--- src/rtl/obi_cmd_initiator.sv ---
// OBI initiator: command stream in, OBI address phase out, in-order
// responses back, with outstanding tracking and a response watchdog.
module obi_cmd_initiator #(
  parameter int ADDR_W      = 32,
  parameter int DATA_W      = 32,
  parameter int MAX_OUT     = 2,
  parameter int TIMEOUT_CYC = 1024
) (
  input  logic                clk,
  input  logic                rst,
  input  logic                cmd_valid,
  output logic                cmd_ready,
  input  logic [ADDR_W-1:0]   cmd_addr,
  input  logic                cmd_we,
  input  logic [DATA_W/8-1:0] cmd_be,
  input  logic [DATA_W-1:0]   cmd_wdata,
  output logic                rsp_valid,
  output logic                rsp_we,
  output logic [DATA_W-1:0]   rsp_rdata,
  output logic                obi_req,
  input  logic                obi_gnt,
  output logic [ADDR_W-1:0]   obi_addr,
  output logic                obi_we,
  output logic [DATA_W/8-1:0] obi_be,
  output logic [DATA_W-1:0]   obi_wdata,
  input  logic                obi_rvalid,
  input  logic [DATA_W-1:0]   obi_rdata,
  output logic [2:0]          outstanding,
  output logic                timeout_err,
  output logic                proto_err
);

  localparam logic [1:0] IDLE = 2'd0;
  localparam logic [1:0] ADDR = 2'd1;
  localparam logic [1:0] ERR  = 2'd2;

  localparam int              WD_W    = $clog2(TIMEOUT_CYC + 1);
  localparam logic [WD_W-1:0] WD_LAST = WD_W'(TIMEOUT_CYC - 1);
  localparam logic [1:0]      LAST    = 2'(MAX_OUT - 1);
  localparam logic [2:0]      MAX_CNT = 3'(MAX_OUT);
  localparam logic [ADDR_W-1:0] A_MASK = ~(ADDR_W'(3));

  logic [1:0]      state;
  logic [1:0]      rd_ptr;
  logic [1:0]      wr_ptr;
  logic [3:0]      tag_q;
  logic [WD_W-1:0] wd;
  logic            gnt_fire;
  logic            rv_ok;
  logic            rsp_ok;
  logic            cmd_acc;
  logic            wd_fire;
  logic [2:0]      cnt_after;

  assign obi_req = (state == ADDR);

  // rvalid with nothing counted is a protocol error and never a response
  always_comb begin
    gnt_fire  = obi_req && obi_gnt;
    rv_ok     = obi_rvalid && (outstanding != 3'd0);
    rsp_ok    = rv_ok && !timeout_err;
    cnt_after = outstanding + {2'b0, gnt_fire} - {2'b0, rv_ok};
    cmd_ready = !rst && (state != ERR)
             && ((state == IDLE) || obi_gnt)
             && (cnt_after < MAX_CNT);
    cmd_acc   = cmd_valid && cmd_ready;
    wd_fire   = !timeout_err && (outstanding != 3'd0)
             && !obi_rvalid && (wd == WD_LAST);
  end

  always_ff @(posedge clk or posedge rst) begin
    if (rst) begin
      state       <= IDLE;
      obi_addr    <= '0;
      obi_we      <= 1'b0;
      obi_be      <= '0;
      obi_wdata   <= '0;
      outstanding <= '0;
      tag_q       <= '0;
      rd_ptr      <= '0;
      wr_ptr      <= '0;
      wd          <= '0;
      timeout_err <= 1'b0;
      proto_err   <= 1'b0;
      rsp_valid   <= 1'b0;
      rsp_we      <= 1'b0;
      rsp_rdata   <= '0;
    end else begin
      outstanding <= cnt_after;
      if (gnt_fire) begin
        tag_q[wr_ptr] <= obi_we;
        wr_ptr <= (wr_ptr == LAST) ? 2'd0 : wr_ptr + 2'd1;
      end
      if (rv_ok)
        rd_ptr <= (rd_ptr == LAST) ? 2'd0 : rd_ptr + 2'd1;
      if (obi_rvalid && (outstanding == 3'd0))
        proto_err <= 1'b1;

      rsp_valid <= rsp_ok;
      rsp_we    <= rsp_ok && tag_q[rd_ptr];
      rsp_rdata <= (rsp_ok && !tag_q[rd_ptr]) ? obi_rdata : '0;

      if ((outstanding == 3'd0) || obi_rvalid)
        wd <= '0;
      else if (!timeout_err && (wd != WD_LAST))
        wd <= wd + 1'b1;
      if (wd_fire)
        timeout_err <= 1'b1;

      if (cmd_acc) begin
        obi_addr  <= cmd_addr & A_MASK;
        obi_we    <= cmd_we;
        obi_be    <= cmd_be;
        obi_wdata <= cmd_wdata;
      end

      if (wd_fire)
        state <= ERR;
      else if (cmd_acc)
        state <= ADDR;
      else if ((state == ADDR) && obi_gnt)
        state <= IDLE;
    end
  end

endmodule

--- config.mk ---
export PLATFORM = sky130hd
export DESIGN_NAME = obi_cmd_initiator
export DESIGN_NICKNAME = d
export VERILOG_FILES = /design/src/rtl/obi_cmd_initiator.sv
export SDC_FILE = /design/constraint.sdc
export NUM_CORES = 1
export LEC_CHECK = 0
export BUFFER_PORTS_ARGS = -buffer_cell sky130_fd_sc_hd__buf_2
export CORE_AREA = 4 4 146 148
export DETAILED_ROUTE_END_ITERATION = 12
export DIE_AREA = 0 0 150 152
export PLACE_DENSITY = 0.53
export SYNTH_ARGS = -nofsm -noshare
export SYNTH_HDL_FRONTEND = slang
export SYNTH_SLANG_ARGS = --single-unit
--- constraint.sdc ---
create_clock -name clk -period 5.84 [get_ports clk]
set_input_delay 0.584 -clock clk [delete_from_list [all_inputs] [get_ports clk]]
set_output_delay 0.584 -clock clk [all_outputs]
set_load 0.05 [all_outputs]
## Yosys cells after proc, flatten, opt, wreduce, memory -nomap -nowiden

Cells that the tools add are included.

| word-level totals | value |
|---|---|
| bits in registers | 127 |
| bits in latches | 0 |
| RAM bits | 0 |
| bits in read-only memories | 0 |
| bits of input ports | 106 |
| output and inout port bits | 110 |
| logic and storage cells | 69 |
| memories kept | 0 |

| cells by class | value |
|---|---|
| $add $sub $neg | 5 |
| multipliers | 0 |
| div/mod/pow operators | 0 |
| order comparisons | 4 |
| eq/ne operators | 6 |
| shift-type cells | 0 |
| mux-type cells | 13 |
| bitwise gates (word level) | 0 |
| reductions and logical operators | 26 |

Operators by type and width:

| cell | number |
|---|---|
| $mux W32 | 1 |
| $mux W11 | 2 |
| $logic_and A1 B1 Y1 | 15 |
| $add A11 B1 Y11 const B | 1 |
| $eq A11 B10 Y1 const B | 1 |
| $ne A11 B10 Y1 const B | 1 |
| $mux W2 | 5 |
| $eq A2 B1 Y1 const B | 3 |
| $lt A2 B3 Y1 const B | 2 |
| $reduce_bool A3 Y1 | 2 |
| $add A2 B1 Y2 const B | 2 |
| $bwmux W4 | 1 |
| $logic_not A1 Y1 | 4 |
| $add A3 B1 Y3 | 1 |
| $logic_not A3 Y1 | 1 |
| $lt A3 B2 Y1 const B | 1 |
| $sub A3 B1 Y3 | 1 |
| $bmux W1 S2 | 1 |
| $demux W1 S2 | 1 |
| $ge A2 B1 Y1 const B | 1 |
| $logic_not A2 Y1 | 1 |
| $logic_or A1 B1 Y1 | 2 |
| $mux W1 | 2 |
| $ne A2 B2 Y1 const B | 1 |
| $reduce_bool A2 Y1 | 1 |

## Longest topological paths before layout

Gate-level depths: netlist (run 1).

| logic depth | value |
|---|---|
| depth in word-level cells | 9 |
| mapped depth | 10 |
| mapped depth without buffers | 8 |

## Worst setup path after synthesis (run 1)

OpenSTA, ideal clock, no wires.

| timing | value |
|---|---|
| path kind | register -> output |
| from | register outstanding[1] |
| to | output port cmd_ready |
| data arrival time | 4.615 ns |
| data required time | 5.256 ns |
| slack | 0.641 ns |
| cell stages (with the launch flop) | 8 |
| path buffers | 0 |
| cell sequence | dfrtp_1 > o31ai_1 > xor2_1 > ha_1 > inv_1 > fa_1 > xor3_1 > a2111oi_0 |

| between the ends | value |
|---|---|
| longest elaborated chain between the ends | 5 |
| elaborated cells on any way between the ends | 6 |
| classes of those cells | add/sub: 2; order compare: 1; reduce/logical: 3 |

RTL lines:

| what | RTL line | RTL |
|---|---|---|
| start: declaration | 28 | `output logic [2:0] outstanding,` |
| start signal: assignment | 89 | `outstanding <= cnt_after;` |
| branches (longest 2 deep; another with $add A3 B1 Y3) | - |  |
| $sub A3 B1 Y3 (*) | 62 | `cnt_after = outstanding + {2'b0, gnt_fire} - {2'b0, rv_ok};` |
| net cnt_after[2] | 53 | `logic [2:0] cnt_after;` |
| $lt A3 B2 Y1 (*) | 65 | `&& (cnt_after < MAX_CNT);` |
| $logic_and A1 B1 Y1 (*) | 65 |  |
| end: declaration | 12 | `output logic cmd_ready,` |

Mark *: on every way through the listed nets, which the timed path passes.

## Worst setup path in the final report (run 1)

Same ends and word-level chain as after synthesis.

==> impl_metrics.json, run 1 <==
{
  "cts_buffers": 17,
  "yosysMostFrequentCell": "dfrtp_1",
  "rr_endpoint": "obi_wdata[24]",
  "port-buffer-count": 211,
  "cts.sinks": 127,
  "drive_above_1_share_pct": 55.1,
  "viasPerCell": 4.20,
  "syn-cell-area_um2": 4940,
  "fp.dieArea_um2": 22800,
  "clock_skew_ps": 10.5,
  "grt_overflow": 0,
  "setup_violations": 0,
  "crit_path_max_fanout": 6,
  "grt_pass1_wl_mm": 19.7,
  "clk_pin_slew_worst_paths_ps": 60,
  "avgSynthCellArea_um2": 14.6,
  "critPathBufInv": 3,
  "rows": 52,
  "crit_top_cell": "inv_1",
  "synthCells": 338,
  "hold_violations": 0,
  "clockBufferDepth": 2,
  "r2r_slack_ps": 2220,
  "finalCritPeriodShare_pct": 67.7,
  "timing.fmax_mhz": 253,
  "ys_top_cells_by_area": "dfrtp_1 (64%), mux2_2 (15%), and2_1 (4.4%), mux2_1 (1.8%), buf_4 (1.1%)",
  "cpPeakStageDelay_ps": 770,
  "layout.nets": 666,
  "synth_common_cells": "dfrtp_1 (127), mux2_2 (64), and2_1 (35)",
  "cp-end-kind": "output pin",
  "via_count": 3527,
  "setup_ws_ps": 1890,
  "ys_seq_area_share_pct": 64.3,
  "grt_max_degree": 81,
  "io_pins": 216,
  "tritoncts": "done",
  "start_kind": "flip-flop",
  "finalSetupTns_ps": 0,
  "drc": 0,
  "reg2regPathDepth": 9,
  "final-instance-count-excl-fill": 840,
  "status": "finished clean",
  "cpLargestDelayFamily": "compound AO/OA/AOI/OAI gates",
  "dp_hpwl_mm": 9.03,
  "slew_viol_final": 0,
  "worstSetupEndpoint": "cmd_ready",
  "synth_top_flop_cell": "dfrtp_1",
  "hold_buffers": 0,
  "yosysTopAreaCell": "dfrtp_1",
  "required_ps": 5260,
  "drtIter0Drc": 180,
  "max-slew-margin-rel_pct": 41.7,
  "arrival_ps": 3370,
  "ir_drop_mv": 0.296,
  "grt_use_total_pct": 11.0,
  "initial_utilization_pct": 24.7,
  "crit_cells": 8,
  "cp_cell_sequence": "o31ai_1 > xor2_1 > ha_1 > inv_1 > fa_1 > inv_1 > a2111oi_0 > buf_2",
  "chipHeight_um": 152,
  "p_leak_nw": 3.43,
  "antenna_cells": 0,
  "place_congestion": 0.721,
  "drv_cap": 0,
  "cts-root-buf": "clkbuf_16",
  "critPathSlowestCell": "o31ai_1",
  "worstSetupPathType": "reg -> out",
  "synth_top_area_share_pct": 64.3,
  "ctsResizeCount": 0,
  "r2r_start": "outstanding[1]",
  "ys_ff_latch": 127,
  "clk_latency_ps": 410,
  "powerDensity_nw_per_um2": 597,
  "place_ws_ps": 2170,
  "synth.distinct_cells": 41,
  "finalWirelength_mm": 12.3,
  "grt_pass1_vias": 3795,
  "area_growth_pct": 38.9,
  "yosysWarnings": 0,
  "numPlacedInstances": 808,
  "first_pass_iters": 4,
  "antenna_found_initial": 0,
  "core_um2": 20000,
  "finalCriticalPeriod_ps": 3950,
  "critical_path.startpoint": "outstanding[1]",
  "rsz0062_at_grt": "false",
  "tightestPinTransition_ps": 868,
  "ant_nets": 0,
  "routedWlPerCell_um": 14.7,
  "hold_class": "in -> async",
  "htreeDepth": 4,
  "synthArstFlopShare_pct": 100,
  "die_w_um": 150,
  "cts_setup_buffers": 0,
  "synth_edf_count": 0
}
## layout make-up
type                    count  area (µm²)
inverters                  11        46.3
clock inverters            10         111
well taps                 270         338
fillers                  2058       13200
clock buffers              22         474
repair buffers            215        1090
flip-flops and latches    127        3180
multi-input cells         185        1630
## registers in the layout, indices dropped and copies added, names as in the netlist
| name | flops |
|---|---|
| obi_addr | 30 |
| obi_be | 4 |
| obi_wdata | 32 |
| obi_we | 1 |
| outstanding | 3 |
| proto_err | 1 |
| rd_ptr | 2 |
| rsp_rdata | 32 |
| rsp_valid | 1 |
| rsp_we | 1 |
| state | 2 |
| tag_q | 4 |
| timeout_err | 1 |
| wd | 11 |
| wr_ptr | 2 |
## kinds of logic after synthesis
group                    Yosys count  share of synthesized area [%]
multiplexers                      76                           17.5
XOR/XNOR                           4                           1.01
other                              1                         0.0759
buffers and inverters             27                           2.89
AND/OR/NAND/NOR                   74                           9.17
flip-flops                       127                           64.3
AO/OA/AOI/OAI                     26                           4.13
adder cells (fa/ha/maj)            3                          0.912
## metal layers
metal | wire length, µm | GRT usage, % | vias to the layer above
met2 | 5990 | 18.0 | 143
li1 | - | - | 1622
met3 | 929 | 3.84 | 17
met1 | 5160 | 12.9 | 1745
met5 | 0 | 0 | -
met4 | 241 | 4.92 | 0
## metrics by stage
step           hold WS [ps]  util (%)  total power [mW]  instance area [µm²]
2_1_floorplan           475         -              2.67                 4940
3_3_place_gp            438      31.3              3.05                 6280
5_1_grt                 354      34.2              4.30                 6860
6_report                314      34.2              4.09                 6860
3_5_place_dp            448      31.3              3.08                 6280
4_1_cts                 334      34.2              4.16                 6860
## power breakdown
part	switching (mW)	internal, mW
registers	0.148	1.15
logic	1.24	0.507
clock network	0.389	0.660
## how the worst min path moves through the flow
stage                              from              to  slack, ps  cells past startpoint
after global routing      obi_rdata[13]   rsp_rdata[13]        350                      2
final                               rst  outstanding[1]        310                      2
after detailed placement      proto_err       proto_err        450                      1
after global placement        proto_err       proto_err        440                      1
after floorplan                tag_q[2]        tag_q[2]        480                      1
after CTS                           rst    obi_wdata[0]        330                      2
## cell usage in the layout, fill, tap and decap left out, types with 2 or more instances in the layout
| cell | count |
|---|---|
| clkinv_2 | 4 |
| xnor2_1 | 2 |
| clkbuf_8 | 3 |
| a211oi_1 | 4 |
| nand3b_1 | 3 |
| buf_4 | 4 |
| a41oi_1 | 2 |
| clkinvlp_4 | 3 |
| mux2i_1 | 3 |
| clkbuf_1 | 2 |
| o31ai_1 | 3 |
| nand4b_1 | 3 |
| dfrtp_1 | 127 |
| or3_1 | 4 |
| conb_1 | 2 |
| nand3_1 | 6 |
| mux2_2 | 64 |
| buf_2 | 211 |
| nor3_1 | 6 |
| mux2_1 | 8 |
| and4b_1 | 2 |
| and4_1 | 2 |
| nand2_1 | 4 |
| nor2_1 | 4 |
| a21oi_1 | 5 |
| and2_1 | 35 |
| ha_1 | 2 |
| a311oi_1 | 2 |
| inv_1 | 10 |
| bufinv_16 | 2 |
| clkbuf_16 | 17 |
| a31oi_1 | 4 |
Power figures use the tool's default switching activity.
==> run 2, diff against run 1 <==
- clock period: 5.84 -> 3.8 ns (I/O delays scaled with it)
==> run 2 against run 1 <==
  * Count of clock-buffer cells in the layout is 3 lower
  * Critical path depth is 1 higher
  * Register-to-register slack worse by 1600 ps
  * Hold slack worse by 140 ps
  * Core utilization is 0.37 points higher
  * Cell count is 0.24% higher
  * Wire length is 2.7% lower
  * First-iteration DRC count is 14% lower
  * Clock power is 66% higher
  * Die area stayed put
  * Global-route usage is 0.34 points lower
  * Critical path type unchanged
  * Critical endpoint unchanged
  * Largest power group unchanged
==> impl_metrics.json, run 2 (same netlist as run 1, synthesis figures left out) <==
{
  "status": "finished clean",
  "fin_util_pct": 34.6,
  "clk_pin_slew_worst_paths_ps": 60,
  "chipHeight_um": 152,
  "p_leak_nw": 3.47,
  "final_common_cell": "buf_2",
  "final-instance-count-excl-fill": 842,
  "reg2regPathDepth": 10,
  "required_ps": 3420,
  "r2r_start": "outstanding[1]",
  "drc": 0,
  "clk_latency_ps": 410,
  "pwr-share-clk_pct": 27.0,
  "viasPerCell": 4.18,
  "hp-start": "obi_rdata[17]",
  "drive_above_1_share_pct": 55.8,
  "timing.fmax_mhz": 303,
  "max-slew-margin-rel_pct": 31.5,
  "initial_utilization_pct": 24.7,
  "pwr-share-seq_pct": 31.0,
  "drv_cap": 0,
  "first_pass_iters": 4,
  "die_w_um": 150,
  "ctsResizeCount": 0,
  "powerDensity_nw_per_um2": 928,
  "worstSetupEndpoint": "cmd_ready",
  "top_regs": "obi_wdata: 32 flops, rsp_rdata: 32 flops, obi_addr: 30 flops",
  "rr_endpoint": "obi_addr[17]",
  "grt_use_total_pct": 10.6,
  "hold_class": "in -> reg",
  "setup_violations": 0,
  "dp_hpwl_mm": 8.62,
  "ant_nets": 0,
  "layout.nets": 668,
  "numPlacedInstances": 810,
  "area_growth_pct": 40.4,
  "finalWirelength_mm": 12.0,
  "cts-root-buf": "clkbuf_16",
  "cp-end-kind": "output pin",
  "r2r_slack_ps": 590,
  "start_kind": "flip-flop",
  "rows": 52,
  "tritoncts": "done",
  "met3_usage_pct": 3.69,
  "place_congestion": 0.690,
  "io_pins": 216,
  "core_um2": 20000,
  "netSwitchingPower_mw": 2.75,
  "hold_violations": 0,
  "antenna_found_initial": 0,
  "arrival_ps": 2920,
  "clockBufferDepth": 2,
  "p_comb_share_pct": 42.0,
  "via_count": 3519,
  "rsz0062_at_grt": "false",
  "tightestPinTransition_ps": 1030,
  "swShare_pct": 42.7,
  "p_int_mw": 3.69,
  "fp.dieArea_um2": 22800,
  "grtUsageMet2_pct": 17.4,
  "met1_usage_pct": 12.4,
  "busiest_layer": "met2",
  "port-buffer-count": 211,
  "layout_common_cells": "buf_2 (211), dfrtp_1 (127), mux2_2 (64), and2_1 (35), clkbuf_16 (17)",
  "grt_pass1_vias": 3814,
  "finalCriticalPeriod_ps": 3300,
  "critical_path.startpoint": "outstanding[1]",
  "cts_buffers": 17,
  "htreeDepth": 4,
  "cts.sinks": 127,
  "grt_pass1_wl_mm": 19.3,
  "routedWlPerCell_um": 14.2,
  "drtIter0Drc": 154,
  "grt_max_degree": 83,
  "finalCritPeriodShare_pct": 86.8,
  "finalSetupTns_ps": 0,
  "worstSetupPathType": "reg -> out",
  "cts_setup_buffers": 0,
  "slew_viol_final": 0,
  "grt_overflow": 0,
  "hold_buffers": 0,
  "crit_path_max_fanout": 6,
  "clock_skew_ps": 8.56,
  "antenna_cells": 0,
  "ir_drop_mv": 0.535
}
==> run 2: cell types whose count changed in the layout (fill, tap and decap cells not counted), sizes merged <==
cell	previous run	this run
bufinv	2	4
clkinv	5	6
buf	215	217
clkbuf	22	19
==> run 2: power by group through the flow <==
stage	clock [mW]	combinational, mW	sequential [mW]
after detailed placement	0	2.73	2.02
after CTS	1.80	2.74	2.00
after global routing	1.88	2.84	2.05
after floorplan	0	0.801	3.31
after global placement	0	2.70	2.00
final	1.74	2.70	2.00
==> run 2: worst max-delay path, stage by stage (launching register included) <==
cell       delay, ps
dfrtp_1          460
o31ai_1          260
buf_4            190
xor2_1           150
ha_1             160
inv_1             40
fa_1             510
inv_1             80
a2111oi_2        330
buf_2            330
==> run 2: layout make-up <==
class / instances / area [µm²]
tap: 270 / 338
sequential: 127 / 3180
clock buffer: 19 / 453
timing repair buffer: 217 / 1100
clock inverter: 13 / 188
inverter: 11 / 43.8
fill: 2018 / 13100
multi-input combinational: 185 / 1630
==> run 2: how the worst min path moves through the flow <==
stage	end	slack [ps]	depth (start not counted)
finish	rsp_rdata[17]	180	2
global route	rsp_rdata[15]	150	2
CTS	rsp_rdata[20]	150	2
detailed placement	proto_err	440	1
global placement	proto_err	440	1
floorplan	tag_q[2]	480	1
==> run 2: routing by layer <==
metal	up-vias	part of all wire [%]
met2	142	48
li1	1628	-
met3	24	8.5
met1	1725	41
met4	0	2.4
met5	-	0
==> run 2: through the flow <==
step	total power [mW]	setup WS, ps	area, µm²	hold WS [ps]
after floorplan	4.11	35.7	4950	475
after global placement	4.70	629	6290	439
after detailed placement	4.75	593	6290	445
after CTS	6.54	436	6940	147
after global routing	6.77	292	6940	151
final	6.44	503	6940	176
